===== config.mk =====
export PLATFORM = sky130hd
export DESIGN_NAME = decode_pipe_stage
export DESIGN_NICKNAME = d
export VERILOG_FILES = /design/src/rtl/decode_pkg.sv /design/src/rtl/decode_pipe_stage_ctrl.sv /design/src/rtl/decode_pipe_stage.sv
export SDC_FILE = /design/constraint.sdc
export NUM_CORES = 2
export LEC_CHECK = 0
export CAP_MARGIN = 10
export CORE_MARGIN = 1
export CORE_UTILIZATION = 50
export DETAILED_ROUTE_END_ITERATION = 8
export HOLD_SLACK_MARGIN = 0.08
export PLACE_DENSITY = 0.69
export SYNTH_ARGS = -nofsm -noshare
export SYNTH_HDL_FRONTEND = slang
export SYNTH_HIERARCHICAL = 1
export SYNTH_SLANG_ARGS = --single-unit

===== constraint.sdc =====
create_clock -name clk -period 68.1 [get_ports clk]
set_input_delay 6.81 -clock clk [delete_from_list [all_inputs] [get_ports clk]]
set_output_delay 6.81 -clock clk [all_outputs]
set_load 0.005 [all_outputs]

===== src/rtl/decode_pkg.sv =====
// decode_pkg: opcode/funct encodings, exception codes and decode enums for the D stage
package decode_pkg;
  localparam logic [5:0] OP_SPECIAL = 6'h00, OP_REGIMM = 6'h01, OP_J = 6'h02, OP_JAL = 6'h03;
  localparam logic [5:0] OP_BEQ = 6'h04, OP_BNE = 6'h05, OP_BLEZ = 6'h06, OP_BGTZ = 6'h07;
  localparam logic [5:0] OP_ADDI = 6'h08, OP_ADDIU = 6'h09, OP_SLTI = 6'h0a, OP_SLTIU = 6'h0b;
  localparam logic [5:0] OP_ANDI = 6'h0c, OP_ORI = 6'h0d, OP_XORI = 6'h0e, OP_LUI = 6'h0f;
  localparam logic [5:0] OP_COP0 = 6'h10;
  localparam logic [5:0] OP_LB = 6'h20, OP_LH = 6'h21, OP_LW = 6'h23, OP_LBU = 6'h24, OP_LHU = 6'h25;
  localparam logic [5:0] OP_SB = 6'h28, OP_SH = 6'h29, OP_SW = 6'h2b;
  localparam logic [5:0] F_SLL = 6'h00, F_SRL = 6'h02, F_SRA = 6'h03, F_SLLV = 6'h04;
  localparam logic [5:0] F_SRLV = 6'h06, F_SRAV = 6'h07, F_JR = 6'h08, F_JALR = 6'h09;
  localparam logic [5:0] F_SYSCALL = 6'h0c, F_MFHI = 6'h10, F_MTHI = 6'h11, F_MFLO = 6'h12;
  localparam logic [5:0] F_MTLO = 6'h13, F_MULT = 6'h18, F_MULTU = 6'h19, F_DIV = 6'h1a;
  localparam logic [5:0] F_DIVU = 6'h1b, F_ADD = 6'h20, F_ADDU = 6'h21, F_SUB = 6'h22;
  localparam logic [5:0] F_SUBU = 6'h23, F_AND = 6'h24, F_OR = 6'h25, F_XOR = 6'h26;
  localparam logic [5:0] F_NOR = 6'h27, F_SLT = 6'h2a, F_SLTU = 6'h2b;
  localparam logic [4:0] RS_MFC0 = 5'd0, RS_MTC0 = 5'd4;
  localparam logic [31:0] ERET_WORD = 32'h4200_0018;
  localparam logic [4:0] EXC_NONE = 5'd0, EXC_RI = 5'd10;
  typedef enum logic [1:0] {EXT_SIGN, EXT_ZERO, EXT_LUI} ext_op_t;
  typedef enum logic [3:0] {
    NPC_NONE, NPC_BEQ, NPC_BNE, NPC_BLEZ, NPC_BGTZ, NPC_BLTZ, NPC_BGEZ, NPC_J, NPC_JR
  } npc_sel_t;
  function automatic logic funct_legal(input logic [5:0] f);
    case (f)
      F_SLL, F_SRL, F_SRA, F_SLLV, F_SRLV, F_SRAV, F_JR, F_JALR, F_SYSCALL,
      F_MFHI, F_MTHI, F_MFLO, F_MTLO, F_MULT, F_MULTU, F_DIV, F_DIVU,
      F_ADD, F_ADDU, F_SUB, F_SUBU, F_AND, F_OR, F_XOR, F_NOR, F_SLT, F_SLTU: return 1'b1;
      default: return 1'b0;
    endcase
  endfunction
endpackage


===== src/rtl/decode_pipe_stage_ctrl.sv =====
// decode_ctrl: combinational instruction classifier
//   instr_i   : D instruction word
//   npc_sel_o : branch/jump kind, ext_op_o : immediate extension mode
//   legal_o   : opcode/funct recognised, eret_o : instruction is eret
module decode_ctrl
  import decode_pkg::*;
(
  input  logic [31:0] instr_i,
  output npc_sel_t    npc_sel_o,
  output ext_op_t     ext_op_o,
  output logic        legal_o,
  output logic        eret_o
);
  logic [5:0] op, funct;
  logic [4:0] rs, rt;
  assign op = instr_i[31:26];
  assign rs = instr_i[25:21];
  assign rt = instr_i[20:16];
  assign funct = instr_i[5:0];
  always_comb begin
    npc_sel_o = NPC_NONE;
    ext_op_o = EXT_SIGN;
    legal_o = 1'b1;
    eret_o = 1'b0;
    case (op)
      OP_SPECIAL: begin
        legal_o = funct_legal(funct);
        npc_sel_o = (funct == F_JR || funct == F_JALR) ? NPC_JR : NPC_NONE;
      end
      OP_REGIMM: begin
        legal_o = rt[4:1] == 4'd0;
        npc_sel_o = rt == 5'd0 ? NPC_BLTZ : rt == 5'd1 ? NPC_BGEZ : NPC_NONE;
      end
      OP_J, OP_JAL: npc_sel_o = NPC_J;
      OP_BEQ: npc_sel_o = NPC_BEQ;
      OP_BNE: npc_sel_o = NPC_BNE;
      OP_BLEZ: npc_sel_o = NPC_BLEZ;
      OP_BGTZ: npc_sel_o = NPC_BGTZ;
      OP_ANDI, OP_ORI, OP_XORI: ext_op_o = EXT_ZERO;
      OP_LUI: ext_op_o = EXT_LUI;
      OP_ADDI, OP_ADDIU, OP_SLTI, OP_SLTIU, OP_LB, OP_LH, OP_LW, OP_LBU, OP_LHU,
      OP_SB, OP_SH, OP_SW: legal_o = 1'b1;
      OP_COP0: begin
        eret_o = instr_i == ERET_WORD;
        legal_o = instr_i == ERET_WORD || rs == RS_MFC0 || rs == RS_MTC0;
      end
      default: legal_o = 1'b0;
    endcase
  end
endmodule


===== src/rtl/decode_pipe_stage.sv =====
// decode_pipe_stage: MIPS decode stage with GRF, forwarding, branch resolve and D/E register
//   D side : in_valid/in_ready, pc_d, instr_d, exc_d, stall, flush
//   W side : w_en, w_addr, w_data (GRF write port)
//   Fwd    : fwd_data (source 1 in LSBs), fwd_sel_rs, fwd_sel_rt (0 = GRF read)
//   E side : out_valid/out_ready, instr_e, pc_e, rs_e, rt_e, ext_e, exc_e
//   F side : npc, npc_take, eret_d (combinational)
module decode_pipe_stage
  import decode_pkg::*;
#(
  parameter int DATA_W = 32,
  parameter int NREG = 32,
  parameter int FWD_SRCS = 4,
  parameter int WR_BYPASS = 1,
  parameter logic [DATA_W-1:0] NOP_PC = 'h0000_3000
) (
  input  logic                         clk,
  input  logic                         reset,
  input  logic                         in_valid,
  output logic                         in_ready,
  input  logic [DATA_W-1:0]            pc_d,
  input  logic [31:0]                  instr_d,
  input  logic [4:0]                   exc_d,
  input  logic                         w_en,
  input  logic [$clog2(NREG)-1:0]      w_addr,
  input  logic [DATA_W-1:0]            w_data,
  input  logic [(FWD_SRCS-1)*DATA_W-1:0] fwd_data,
  input  logic [$clog2(FWD_SRCS)-1:0]  fwd_sel_rs,
  input  logic [$clog2(FWD_SRCS)-1:0]  fwd_sel_rt,
  input  logic                         stall,
  input  logic                         flush,
  output logic                         out_valid,
  input  logic                         out_ready,
  output logic [31:0]                  instr_e,
  output logic [DATA_W-1:0]            pc_e,
  output logic [DATA_W-1:0]            rs_e,
  output logic [DATA_W-1:0]            rt_e,
  output logic [DATA_W-1:0]            ext_e,
  output logic [4:0]                   exc_e,
  output logic [DATA_W-1:0]            npc,
  output logic                         npc_take,
  output logic                         eret_d
);
  localparam int AW = $clog2(NREG);
  npc_sel_t npc_sel;
  ext_op_t ext_op;
  logic legal, eq, neg, zero, cond, cap;
  logic [AW-1:0] rs_a, rt_a;
  logic [DATA_W-1:0] grf_q [NREG];
  logic [DATA_W-1:0] src_rs [FWD_SRCS];
  logic [DATA_W-1:0] src_rt [FWD_SRCS];
  logic [DATA_W-1:0] rs_v, rt_v, ext_v, pc4, bt;
  logic valid_e_q, valid_e_d;
  logic [31:0] instr_e_q, instr_e_d;
  logic [DATA_W-1:0] pc_e_q, pc_e_d, rs_e_q, rs_e_d, rt_e_q, rt_e_d, ext_e_q, ext_e_d;
  logic [4:0] exc_e_q, exc_e_d, exc_m;
  decode_ctrl u_ctrl (
    .instr_i  (instr_d),
    .npc_sel_o(npc_sel),
    .ext_op_o (ext_op),
    .legal_o  (legal),
    .eret_o   (eret_d)
  );
  assign rs_a = AW'(instr_d[25:21]);
  assign rt_a = AW'(instr_d[20:16]);
  always_ff @(posedge clk or posedge reset)
    if (reset) for (int i = 0; i < NREG; i++) grf_q[i] <= '0;
    else if (w_en && w_addr != '0) grf_q[w_addr] <= w_data;
  always_comb begin
    src_rs[0] = rs_a == '0 ? '0 : (WR_BYPASS != 0 && w_en && w_addr == rs_a) ? w_data : grf_q[rs_a];
    src_rt[0] = rt_a == '0 ? '0 : (WR_BYPASS != 0 && w_en && w_addr == rt_a) ? w_data : grf_q[rt_a];
    for (int k = 1; k < FWD_SRCS; k++) begin
      src_rs[k] = fwd_data[(k-1)*DATA_W +: DATA_W];
      src_rt[k] = fwd_data[(k-1)*DATA_W +: DATA_W];
    end
  end
  assign rs_v = src_rs[fwd_sel_rs];
  assign rt_v = src_rt[fwd_sel_rt];
  assign ext_v = ext_op == EXT_ZERO ? DATA_W'(instr_d[15:0]) :
                 ext_op == EXT_LUI ? DATA_W'({instr_d[15:0], 16'h0000}) :
                 {{(DATA_W-16){instr_d[15]}}, instr_d[15:0]};
  assign exc_m = exc_d != EXC_NONE ? exc_d : legal ? EXC_NONE : EXC_RI;
  assign pc4 = pc_d + DATA_W'(4);
  assign bt = pc4 + {{(DATA_W-18){instr_d[15]}}, instr_d[15:0], 2'b00};
  assign npc = npc_sel == NPC_J ? {pc4[DATA_W-1:28], instr_d[25:0], 2'b00} :
               npc_sel == NPC_JR ? rs_v : bt;
  // sign bit and zero test give the signed compares against 0 directly
  assign eq = rs_v == rt_v;
  assign neg = rs_v[DATA_W-1];
  assign zero = rs_v == '0;
  assign cond = (npc_sel == NPC_BEQ && eq) || (npc_sel == NPC_BNE && !eq) ||
                (npc_sel == NPC_BLEZ && (neg || zero)) || (npc_sel == NPC_BGTZ && !neg && !zero) ||
                (npc_sel == NPC_BLTZ && neg) || (npc_sel == NPC_BGEZ && !neg) ||
                npc_sel == NPC_J || npc_sel == NPC_JR;
  assign npc_take = in_valid && !stall && !flush && cond;
  assign in_ready = !stall && (out_ready || !valid_e_q);
  assign cap = in_valid && in_ready;
  always_comb begin
    valid_e_d = valid_e_q;
    instr_e_d = instr_e_q;
    pc_e_d = pc_e_q;
    rs_e_d = rs_e_q;
    rt_e_d = rt_e_q;
    ext_e_d = ext_e_q;
    exc_e_d = exc_e_q;
    if (flush || (!cap && stall && out_ready)) begin
      valid_e_d = 1'b0;
      instr_e_d = '0;
      pc_e_d = NOP_PC;
      rs_e_d = '0;
      rt_e_d = '0;
      ext_e_d = '0;
      exc_e_d = EXC_NONE;
    end else if (cap) begin
      valid_e_d = 1'b1;
      instr_e_d = instr_d;
      pc_e_d = pc_d;
      rs_e_d = rs_v;
      rt_e_d = rt_v;
      ext_e_d = ext_v;
      exc_e_d = exc_m;
    end
  end
  always_ff @(posedge clk or posedge reset)
    if (reset) begin
      valid_e_q <= 1'b0;
      instr_e_q <= '0;
      pc_e_q <= NOP_PC;
      rs_e_q <= '0;
      rt_e_q <= '0;
      ext_e_q <= '0;
      exc_e_q <= EXC_NONE;
    end else begin
      valid_e_q <= valid_e_d;
      instr_e_q <= instr_e_d;
      pc_e_q <= pc_e_d;
      rs_e_q <= rs_e_d;
      rt_e_q <= rt_e_d;
      ext_e_q <= ext_e_d;
      exc_e_q <= exc_e_d;
    end
  assign out_valid = valid_e_q;
  assign instr_e = instr_e_q;
  assign pc_e = pc_e_q;
  assign rs_e = rs_e_q;
  assign rt_e = rt_e_q;
  assign ext_e = ext_e_q;
  assign exc_e = exc_e_q;
endmodule


==> results.py <==
metrics = {
    "status": {
        "status": "finished with violations",
        "violations": "capacitance limit, slew limit",
    },
    "die": {
        "core.rowCount": 132,
        "core-area_um2": 130000,
        "die-width_um": 364,
        "io_pins": 414,
        "die-area_um2": 132000,
        "die_h_um": 364,
        "initial_core_util_pct": 50.4,
    },
    "synth": {
        "synth_cell_types": 89,
        "ys.flop_type": "dfrtp_1",
        "yosysWarnings": 6,
        "synth.avg_cell_area_um2": 13.6,
        "synthCells": 4817,
        "ys_ff_latch": 1190,
        "ys_async_sr_fraction_pct": 100,
        "syn_nets": 5061,
        "synth_edf_count": 0,
        "netlist_area_um2": 65300,
        "yosysSeqAreaShare_pct": 45.6,
    },
    "clock_network": {
        "insertion_delay_ns": 0.79,
        "clockBufferDepth": 3,
        "htree_levels": 4,
        "cts_root_buffer": "clkbuf_16",
        "postCtsSetupRepairBufs": 0,
        "cts-buffers-inserted": 132,
        "cts_tree": "yes",
        "clock-sinks": 1190,
        "holdBufCountCts": 0,
        "cts.clk_slew.worst_paths_ns": 0.06,
        "ctsResizeCount": 0,
    },
    "timing": {
        "post-route-period-util_pct": 30.5,
        "rsz0062_at_grt": "false",
        "report.final.hold_viol_count": 0,
        "worst_pin_slew_ns": 1.54,
        "final.setup.tns_ns": 0,
        "worst_slack_ns": 47.31,
        "drv_slew": 2,
        "fmax_ghz": 0.0481,
        "fin_crit_ns": 20.79,
        "setup_viol": 0,
        "fin_worst_skew_ns": 0.0211,
        "slew_headroom_pct": -5.20,
    },
    "place": {
        "io_buffers": 413,
        "hpwl_um": 166000,
        "dp_slack_ns": 47.63,
        "placed_area_um2": 71100,
        "gp_congestion": 1.00,
    },
    "global_route": {
        "grt_use_total_pct": 40.0,
        "grt_pass1_vias": 49334,
        "grt-ovfl-total": 0,
        "grt_start_max_net_pins": 174,
        "grt_pass1_wl_um": 372000,
        "antenna_found_initial": 24,
    },
    "route": {
        "dr.pass1.iters": 9,
        "via_per_inst": 7.20,
        "wirelength_um": 263000,
        "dr.first_iter.drc_count": 6919,
        "routedWlPerCell_um": 38.1,
        "ant_nets": 0,
        "drc": 0,
        "vias": 49724,
    },
    "finish": {
        "fin_nets": 5290,
        "multi_input_area_um2": 33600,
        "final_layout_size_suffix_gt1_share_pct": 39.4,
        "postLayoutCellArea_um2": 75600,
        "regArea_um2": 29800,
        "synthToLayoutAreaGrowth_pct": 15.6,
        "n_fill_cell": 10281,
    },
    "worst_setup_path": {
        "cp_cell_sequence": "buf_8 -> buf_4 -> nor3_1 -> a211oi_1 -> o21ai_2 -> buf_4 -> a211oi_1 -> a221o_1 -> xnor2_1 -> nor4_1 -> nand3_1 -> nor4_1 -> a32oi_1 -> o21bai_1 -> clkdlybuf4s50_1",
        "crit_fanout": 79,
        "cp_slowest_cell": "a211oi_1",
        "critical_path_class": "input pin to output pin",
        "slowest_delay_ns": 0.80,
        "worstPathArrival_ns": 13.98,
        "critPathRequiredTime_ns": 61.29,
        "start_kind": "input pin",
        "endpoint_kind": "output pin",
    },
    "power": {
        "power.switching_mw": 0.611,
        "irDropWorstVdd_mv": 0.0213,
        "p_leak_nw": 32.0,
        "comb_power_share_pct": 22.0,
        "pwr-share-seq_pct": 43.4,
        "switching_share_pct": 28.9,
        "p_int_mw": 1.50,
        "pwr-share-clk_pct": 34.7,
        "power_density_nw_per_um2": 28.0,
    },
    "run": {
        "cap_viol_max_count": 1,
    },
    "hold_path": {
        "hold_path.class": "flop to flop",
    },
}
==> layout make-up <==
class                           count  area share [%]
Antenna cell                       18          0.0596
Clock buffer                      192            5.20
Clock inverter                     43           0.593
Inverter                           25           0.136
Multi-Input combinational cell   3115            44.5
Sequential cell                  1190            39.4
Tap cell                         1742            2.88
Timing Repair Buffer              582            7.21
==> worst max-delay path, delay by kind of cell <==
family                 cells  cell delay [ns]
AO/OA/AOI/OAI              6             2.95
XOR/XNOR                   1             0.17
buffers and inverters      4             2.27
AND/OR/NAND/NOR            4             1.49
==> kinds of logic (layout without fill, tap and decap cells) <==
logic type	count (synthesis)	count (layout)	share of synthesized area (%)
buffers and inverters	512	842	3.40
other	0	18	0
muxes	1654	1654	36.7
adders and majority gates	31	31	0.605
and+or+nand+nor	618	618	4.51
AOI/OAI and AO/OA	720	720	7.93
xor gates and xnor gates	92	92	1.23
DFF	1190	1190	45.6
==> power groups by stage <==
| stage | clock [mW] | combinational, mW | sequential, mW |
|---|---|---|---|
| after floorplan | 0 | 0.317 | 0.897 |
| after global placement | 0 | 0.443 | 0.915 |
| after detailed placement | 0 | 0.452 | 0.923 |
| after CTS | 0.734 | 0.454 | 0.912 |
| after global routing | 0.762 | 0.483 | 0.930 |
| final | 0.733 | 0.464 | 0.916 |
==> flip-flops by register name, summed over array words and instances (netlist names) <==
| register | count |
|---|---|
| exc_e | 5 |
| ext_e | 32 |
| grf_q | 1024 |
| instr_e | 32 |
| out_valid | 1 |
| pc_e | 32 |
| rs_e | 32 |
| rt_e | 32 |
==> path summary, 6_finish.rpt <==
path | from | endpoint | slack, ns | cells after the start
max in group asynchronous | reset | grf_q[338] | 57.73 | 6
max | instr_d[22] | npc_take | 47.31 | 15
min | grf_q[1019] | grf_q[1019] | 0.39 | 0
min in group asynchronous | reset | instr_e[8] | 6.58 | 2
max reg2reg | out_valid | rt_e[27] | 64.68 | 6
min reg2reg | grf_q[1019] | grf_q[1019] | 0.39 | 0
==> cells in the mapped netlist, types with 22 or more instances <==
cell      instances  area [um^2]
clkbuf_1        316         1190
nor2b_1          26          163
xor2_1           36          315
o21ai_0         133          666
buf_2            60          300
mux4_2          489        11000
buf_6            23          259
nor4_1           23          144
o221ai_1         30          263
nor3_1           28          140
xnor2_1          56          490
a21oi_1          91          455
nor2_1          115          432
ha_1             30          375
dfrtp_1        1188        29700
buf_1            76          285
a22o_1           92          806
inv_1            22         82.6
a211oi_1         24          180
nand2_1         248          931
nand4_1          34          213
a22oi_1          77          578
nand3_1          43          215
mux2i_1         107         1070
mux2_2         1056        11900
o22ai_1          57          357
a222oi_1         31          310
==> stage by stage <==
| stage | total power, mW | hold WS (ns) | util [%] | std cells |
|---|---|---|---|---|
| after floorplan | 1.21 | 0.441 | - | 4817 |
| after global placement | 1.36 | 0.376 | 54.8 | 6647 |
| after detailed placement | 1.38 | 0.383 | 54.8 | 6651 |
| after CTS | 2.10 | 0.396 | 58.2 | 6886 |
| after global routing | 2.18 | 0.405 | 58.3 | 6896 |
| final | 2.11 | 0.394 | 58.3 | 6907 |
==> routing by layer <==
layer  GRT usage, %  part of all wire [%]  vias to the layer above
met2           57.8                    43                     3783
met5              0                 0.057                        -
met3           14.2                    13                     1126
li1               -                     -                    19071
met4           31.1                   9.3                       16
met1           49.0                    35                    25728
==> placed cells by master (no fill, tap or decap), types with 21 or more instances in the layout <==
| cell | count |
|---|---|
| xnor2_1 | 56 |
| o21ai_0 | 131 |
| nand4_1 | 34 |
| nor2_1 | 93 |
| dfrtp_1 | 1188 |
| clkbuf_8 | 35 |
| mux2i_1 | 107 |
| o221ai_1 | 30 |
| mux4_2 | 489 |
| mux2_2 | 1056 |
| ha_1 | 30 |
| clkbuf_1 | 23 |
| nand2_1 | 232 |
| a21oi_1 | 91 |
| clkdlybuf4s50_1 | 400 |
| nor4_1 | 23 |
| clkbuf_16 | 135 |
| a211oi_1 | 24 |
| nor3_1 | 25 |
| xor2_1 | 36 |
| a222oi_1 | 31 |
| buf_4 | 161 |
| nand3_1 | 43 |
| o22ai_1 | 57 |
| clkinv_2 | 23 |
| a22o_1 | 92 |
| a22oi_1 | 77 |
| inv_1 | 21 |
Power figures use the tool's default switching activity.
